===== src/rtl/ram_rd_check_if.sv =====
// RAM port-B read bus between the read checker (master) and the RAM (slave).
interface ram_rd_check_if #(
    parameter int ADDR_W = 6,
    parameter int DATA_W = 8
);
    logic              ram_rd_en;
    logic [ADDR_W-1:0] ram_rd_addr;
    logic [DATA_W-1:0] ram_rd_data;

    modport master (output ram_rd_en, output ram_rd_addr, input ram_rd_data);
    modport slave  (input ram_rd_en, input ram_rd_addr, output ram_rd_data);
endinterface


===== src/rtl/ram_rd_check.sv =====
// Reads every RAM word once per rd_flag rising edge and counts words whose
// data differs from the address pattern written by the writer.
module ram_rd_check #(
    parameter int ADDR_W = 6,
    parameter int DATA_W = 8,
    parameter int RD_LAT = 1
) (
    input  logic              clk,
    input  logic              rst_n,
    input  logic              rd_flag,
    ram_rd_check_if.master    ram,
    output logic              busy,
    output logic              done,
    output logic              pass_ok,
    output logic [ADDR_W:0]   err_cnt
);
    typedef enum logic [1:0] {IDLE, READ, DRAIN, DONE} state_t;

    localparam logic [ADDR_W-1:0] LAST_ADDR = '1;
    localparam logic [ADDR_W:0]   ERR_MAX   = {1'b1, {ADDR_W{1'b0}}};

    state_t            state;
    logic              rd_flag_q;
    logic              rd_rise;
    logic [1:0]        drain_cnt;
    logic [RD_LAT-1:0] pipe_v;
    logic [ADDR_W-1:0] pipe_a [RD_LAT];
    logic [DATA_W-1:0] exp_data;
    logic              mismatch;
    logic [ADDR_W:0]   err_next;

    // Last pipeline stage lines up with the returning read data.
    always_comb begin
        rd_rise  = rd_flag & ~rd_flag_q;
        exp_data = DATA_W'(pipe_a[RD_LAT-1]);
        mismatch = pipe_v[RD_LAT-1] && (ram.ram_rd_data != exp_data);
        err_next = err_cnt;
        if (mismatch && (err_cnt != ERR_MAX))
            err_next = err_cnt + 1'b1;
    end

    always_ff @(posedge clk) begin
        if (!rst_n) begin
            state           <= IDLE;
            rd_flag_q       <= 1'b0;
            ram.ram_rd_en   <= 1'b0;
            ram.ram_rd_addr <= '0;
            busy            <= 1'b0;
            done            <= 1'b0;
            pass_ok         <= 1'b0;
            err_cnt         <= '0;
            drain_cnt       <= '0;
            pipe_v          <= '0;
        end else begin
            rd_flag_q <= rd_flag;
            done      <= 1'b0;
            err_cnt   <= err_next;
            pipe_v[0] <= ram.ram_rd_en;
            pipe_a[0] <= ram.ram_rd_addr;
            for (int unsigned i = 1; i < RD_LAT; i++) begin
                pipe_v[i] <= pipe_v[i-1];
                pipe_a[i] <= pipe_a[i-1];
            end

            case (state)
                IDLE: begin
                    if (rd_rise) begin
                        state           <= READ;
                        ram.ram_rd_en   <= 1'b1;
                        ram.ram_rd_addr <= '0;
                        busy            <= 1'b1;
                        err_cnt         <= '0;
                    end
                end
                READ: begin
                    ram.ram_rd_addr <= ram.ram_rd_addr + 1'b1;
                    if (ram.ram_rd_addr == LAST_ADDR) begin
                        state         <= DRAIN;
                        ram.ram_rd_en <= 1'b0;
                        drain_cnt     <= 2'(RD_LAT - 1);
                    end
                end
                DRAIN: begin
                    if (drain_cnt == '0) begin
                        state <= DONE;
                        busy  <= 1'b0;
                    end else begin
                        drain_cnt <= drain_cnt - 1'b1;
                    end
                end
                DONE: begin
                    done    <= 1'b1;
                    pass_ok <= (err_next == '0);
                    state   <= IDLE;
                end
                default: state <= IDLE;
            endcase
        end
    end
endmodule


===== src/flat_wrapper.sv =====
// flat-port wrapper written by rule: the top's interface ports become plain ports
module ram_rd_check_flat 
#(
    parameter int ADDR_W = 6,
    parameter int DATA_W = 8,
    parameter int RD_LAT = 1
)
  (clk, rst_n, rd_flag, busy, done, pass_ok, err_cnt, ram_ram_rd_en, ram_ram_rd_addr, ram_ram_rd_data);
  ram_rd_check_if #(.ADDR_W(ADDR_W), .DATA_W(DATA_W)) ram_i ();
  input  logic clk;
  input  logic rst_n;
  input  logic rd_flag;
  output logic busy;
  output logic done;
  output logic pass_ok;
  output logic [ADDR_W:0] err_cnt;
  output wire logic [$bits(ram_i.ram_rd_en)-1:0] ram_ram_rd_en;
  output wire logic [$bits(ram_i.ram_rd_addr)-1:0] ram_ram_rd_addr;
  input wire logic [$bits(ram_i.ram_rd_data)-1:0] ram_ram_rd_data;
  assign ram_ram_rd_en = ram_i.ram_rd_en;
  assign ram_ram_rd_addr = ram_i.ram_rd_addr;
  assign ram_i.ram_rd_data = ram_ram_rd_data;
  ram_rd_check #(.ADDR_W(ADDR_W), .DATA_W(DATA_W), .RD_LAT(RD_LAT)) u_core (.clk(clk), .rst_n(rst_n), .rd_flag(rd_flag), .ram(ram_i), .busy(busy), .done(done), .pass_ok(pass_ok), .err_cnt(err_cnt));
endmodule

===== config.mk =====
export PLATFORM = sky130hd
export DESIGN_NAME = ram_rd_check_flat
export DESIGN_NICKNAME = d
export VERILOG_FILES = /design/src/rtl/ram_rd_check_if.sv /design/src/rtl/ram_rd_check.sv /design/src/flat_wrapper.sv
export SDC_FILE = /design/constraint.sdc
export NUM_CORES = 1
export LEC_CHECK = 0
export CORE_MARGIN = 2
export CORE_UTILIZATION = 45
export DETAILED_ROUTE_END_ITERATION = 8
export PLACE_DENSITY = 0.77
export SLEW_MARGIN = 25
export SYNTH_ARGS = -nofsm -noshare
export SYNTH_HDL_FRONTEND = slang
export SYNTH_SLANG_ARGS = --single-unit

===== constraint.sdc =====
create_clock -name clk -period 2 [get_ports clk]
set_clock_uncertainty 0.05 [all_clocks]
set_input_delay 0.4 -clock clk [delete_from_list [all_inputs] [get_ports clk]]
set_output_delay 0.4 -clock clk [all_outputs]
set_load 0.01 [all_outputs]

; ---- After elaboration in Yosys (flattened, before gate mapping)
; Memories as Yosys holds them, arrays and structs flattened.
; Index checks and enable logic that the tools add are counted.
[word_totals]
mem_bits_rw = 6
output_inout_bits = 17
ff_bits = 23
inputBits = 11
mem_count = 1
[mem_list]
columns = name, depth, word_bits, read_ports, rd_clocked_by_memory_dff, wr, line_no
row1 = u_core.pipe_a, 1, 6, 1, 0, 1, ram_rd_check.sv:27  ; logic [ADDR_W-1:0] pipe_a [RD_LAT];
[classes]
addsub = 3
mux = 19
reduce_logical = 13
eq_ne = 10
n_bitwise = 2
[op_table]
columns = cell, count
row1 = 2-to-1 mux 7 bit, 3
row2 = one-hot mux 6 bit (2 select lines), 1
row3 = AND reduction 3 bit, 4
row4 = 2-to-1 mux 2 bit, 5
row5 = != test 8 x 6 -> 1 bit, 1
row6 = one-hot mux 2 bit (4 select lines), 1
row7 = adder 7 x 1 -> 7 bit (second input constant), 1
row8 = zero test 7 bit, 1
row9 = != test 7 bit (second input constant), 1
row10 = adder 6 x 1 -> 6 bit (second input constant), 1
row11 = equality test 6 bit (second input constant), 1
row12 = 2-to-1 mux 6 bit, 1
row13 = != test 2 x 1 -> 1 bit (second input constant), 3
row14 = nonzero test 2 bit, 3
row15 = 2-to-1 mux 1 bit, 5
row16 = equality test 2 bit (second input constant), 2
row17 = zero test 2 bit, 2
row18 = one-hot mux 1 bit (2 select lines), 2
row19 = one-hot mux 2 bit (2 select lines), 1
row20 = equality test 2 x 1 -> 1 bit (second input constant), 1
row21 = logical AND 1 bit, 2
row22 = != test 2 bit (second input constant), 1
row23 = AND reduction 2 bit, 1
row24 = subtractor 2 x 1 -> 2 bit (second input constant), 1
row25 = other kinds (2), 2

; ---- Logic depth before layout (Yosys ltp)
; An unclocked memory read counts as a cell.
[depth]
word_depth = 7
ltp_mapped = 8

; ---- Least setup slack after synthesis
; OpenSTA, ideal clock, no wires.
[synth_path]
kind = flip-flop to flip-flop
from = reg u_core.err_cnt[0]
to = reg u_core.pass_ok
setup_time_ns = 0.104
stages_incl_launch_ff = 7
period_less_slack_ns = 1.815
t_arrival_ns = 1.661
path_slack_ns = 0.185
path_cell_list = dfxtp_1 > nand2_1 > or3_1 > xnor2_1 > o41ai_1 > a21oi_1 > a2111oi_2
[synth_between]
elab_chain_cells = 4
elab_cells_between_ends = 5
[synth_lines]
columns = item, line_no
row1 = start: declaration, ram_rd_check.sv:15  ; output logic [ADDR_W:0] err_cnt
row2 = start signal: assignment, ram_rd_check.sv:57  ; err_cnt <= err_next;
row3 = "parallel branches: the longest is 2 deep, another holds adder 7 x 1 -> 7 bit", n/a
row4 = 2-to-1 mux 7 bit *, ram_rd_check.sv:38  ; if (mismatch && (err_cnt != ERR_MAX))
row5 = zero test 7 bit *, ram_rd_check.sv:93  ; pass_ok <= (err_next == '0);
row6 = end signal: assignment, ram_rd_check.sv:93
row7 = end: declaration, ram_rd_check.sv:14  ; output logic pass_ok,
; Mark *: on every way between the ends.
; A chain may end at the register's enable or synchronous reset.

; ---- Worst setup path after layout
[layout_path]
from = in ram_ram_rd_data[7]
to = reg u_core.pass_ok
[layout_between]
elab_chain_cells = 5
[layout_lines]
columns = item, line_no
row1 = start: declaration, flat_wrapper.sv:19  ; input wire logic [$bits(ram_i.ram_rd_data)-1:0] ram_ram_rd_data;
row2 = != test 8 x 6 -> 1 bit, ram_rd_check.sv:36  ; mismatch = pipe_v[RD_LAT-1] && (ram.ram_rd_data != exp_data);
row3 = logical AND 1 bit, ram_rd_check.sv:36
row4 = logical AND 1 bit, ram_rd_check.sv:38
row5 = 2-to-1 mux 7 bit, ram_rd_check.sv:38
row6 = zero test 7 bit, ram_rd_check.sv:93
; Every way passes these cells.

==> metrics <==
DP Wirelength around 2400 µm; CTS Buffer Depth 2; commonest non-fill, non-tap cells in the layout dfxtp_1, nor2_1, clkdlybuf4s50_1; ANT cells 0; initial antenna violation count 0; Final Hold Vio Count 0; global route overflow 0; drt wl/cell 13.6 µm; Startpoint Class input port; failing checks setup timing; Critical Path Fanout Max 4; worst skew pair latency 0.33 ns; hold crit path type reg2reg; drt total wl 3370 µm; fill count 265; Sink Count 29; PwrDens approximately 830 nW/µm²; syn_area_per_cell 9.23 µm²; Cells on Worst Hold Path 1; syn nets 178; CTS Buf Count 5; Sw Share 34.7%; r2r startpoint u_core.pipe_a[0][5]; Max Transition Viols Final 0; Comb pwr share 36.3%; max cap viols 0; data arrival time of the worst path 2.21 ns; Layout area overhead 34.9%; Worst-path clk slew 0.09 ns; first-pass GRT wire length 5250 µm; Hold Path Sink u_core.pipe_v; Reg-to-Reg End u_core.pass_ok; die area 3730 µm²; Final Net Count between 200 and 250; drt drc 0; vias 1282; depth of the CTS H-tree 2; Slew headroom 76.1%; proportion of layout cells with a drive suffix above 1 14.7%; Fin Setup TNS -0.0462 ns; Crit Path Category in2reg; CP startpoint ram_ram_rd_data[7]; Setup crit end kind register; FF-to-FF path depth 8; CTS tree built; Pint 1070 µW; Max Freq approximately 500 MHz; port buffer count 27; Initial Utilization 47.7%; share of total power in sequential cells 44.0%; largest net degree at the start of global routing 12; Final min period about 2.0 ns; First DRT Iteration DRCs 21; status complete, but fails checks; FP Rows 20; worst-margin pin slew between 0.3 and 0.4 ns; period utilization 102%; Synth warnings 0; final setup violation count 1; Root Driver clkbuf_4; register area share after synthesis 43.6%; final setup margin -0.0462 ns; mapped cell area 1470 µm²; DP Worst Slack -0.397 ns; DRT antenna net count 0; cell count after placement 236; drt first pass iters 4; die width ~60 µm; LEAKAGE between 0.0007 and 0.0008 µW; via/cell ratio 5.17; CORE AREA 3080 µm²; # IOs 28; Clk pwr share 19.8%; Yosys cell types 36; DIE HEIGHT 61.1 µm; area of the multi-input gates 832 µm²; Worst EP required 2.16 ns; post-synthesis register bit count 29; routability cong. 0.899; Total GRT Usage about a fifth; Synth Instances ~160; Reg area 641 µm²; number of global-route vias before repair 1277; commonest non-fill, non-tap cell in the layout dfxtp_1; Final Non-Filler Cells ~250; Worst VDD drop 0.580 mV; flop-to-flop setup slack -0.03 ns; Hold Path Origin u_core.ram.ram_rd_en; Sw Pwr roughly 570 µW
## per-layer routing
layer  routed length [µm]  up-vias  global-route usage [%]
met3                  132       12                    6.51
li1                     -      642                       -
met1                 1460      601                    21.4
met2                 1690       27                    34.3
met5                    0        -                       0
met4                   83        0                    6.52
## stage by stage
stage	hold WS (ns)	power, µW	area [µm²]	utilization (%)
3_5_place_dp	0.453	1280	1840	59.7
5_1_grt	0.495	1740	1980	64.3
6_report	0.478	1640	1980	64.3
2_1_floorplan	0.450	1060	1470	-
3_3_place_gp	0.450	1260	1840	59.7
4_1_cts	0.477	1620	1940	63.1
## synthesized netlist by cell type, drive strengths merged
cell,count,share of area [%]
nand2b,4,1.7
mux2i,1,0.68
a2111oi,1,1.0
a32oi,1,0.60
nand2,11,2.8
a211oi,1,0.51
xor2,5,3.0
clkbuf,1,0.26
or4,1,0.60
edfxtp,6,12
o41ai,3,3.1
a22oi,3,1.5
nor3b,1,0.51
nand4,2,0.85
o31ai,2,1.0
o211ai,1,0.51
or3,5,2.2
nor2b,2,0.85
xnor2,11,6.6
inv,9,2.3
ha,8,6.8
o21ai,7,2.4
nor3,5,1.7
nor2,22,5.6
and2,3,1.3
o21a,1,0.51
a21o,1,0.51
nand3,5,1.7
clkinv,1,0.26
a21oi,10,3.4
buf,1,0.77
o2111a,1,0.77
dfxtp,23,31
## final cells by class
cell class | count | share of cell area [%]
inverter | 10 | 1.90
tap | 44 | 2.78
multi-input combinational | 118 | 42.0
clock inverter | 3 | 0.632
timing repair buffer | 39 | 18.4
clock buffer | 5 | 1.90
sequential | 29 | 32.4
## critical path, cell delays in order
cell and delay (ns):
clkdlybuf4s50_1 0.40, nor2_1 0.11, nand4_1 0.14, o41ai_4 0.33
buf_4 0.21, buf_4 0.14, nand2b_1 0.10, a21oi_1 0.10
a2111oi_2 0.27
## power by group through the flow
stage / Sequential [µW] / Combinational, µW / Clock, µW
2_1_floorplan: 734 / 330 / 0
3_3_place_gp: 727 / 534 / 0
3_5_place_dp: 731 / 553 / 0
4_1_cts: 720 / 571 / 328
5_1_grt: 728 / 657 / 356
6_report: 719 / 593 / 323
## timing repair
item	CTS	global route
resized for setup	9	7
pin swaps	7	8
hold buffers	0	0
setup endpoints to repair	1	3
setup buffers	3	1
## state kept, by name (all words and copies together), names as in the netlist, 2 cells and up
| name | cells |
|---|---|
| u_core.pipe_a | 6 |
| u_core.state | 2 |
| u_core.drain_cnt | 2 |
| u_core.err_cnt | 7 |
| u_core.ram.ram_rd_addr | 6 |
## kinds of logic (layout without fill, tap and decap cells)
| kind of cell | Yosys count | in the layout | share of synthesized area, % |
|---|---|---|---|
| muxes | 1 | 1 | 0.682 |
| xor gates and xnor gates | 16 | 16 | 9.55 |
| DFF | 29 | 29 | 43.6 |
| and+or+nand+nor | 61 | 61 | 19.9 |
| adders and majority gates | 8 | 8 | 6.82 |
| buffers and inverters | 12 | 57 | 3.58 |
| AOI/OAI and AO/OA | 32 | 32 | 15.9 |
## worst max path at each step
stage	endpoint	slack [ns]	cells after the start
2_1_floorplan	u_core.pass_ok	0.19	6
3_3_place_gp	u_core.pass_ok	-0.31	8
3_5_place_dp	u_core.pass_ok	-0.40	8
4_1_cts	u_core.pass_ok	0.004	7
5_1_grt	u_core.pass_ok	-0.17	8
6_report	u_core.pass_ok	-0.05	9
No activity file was read; power rests on OpenSTA's default activity.
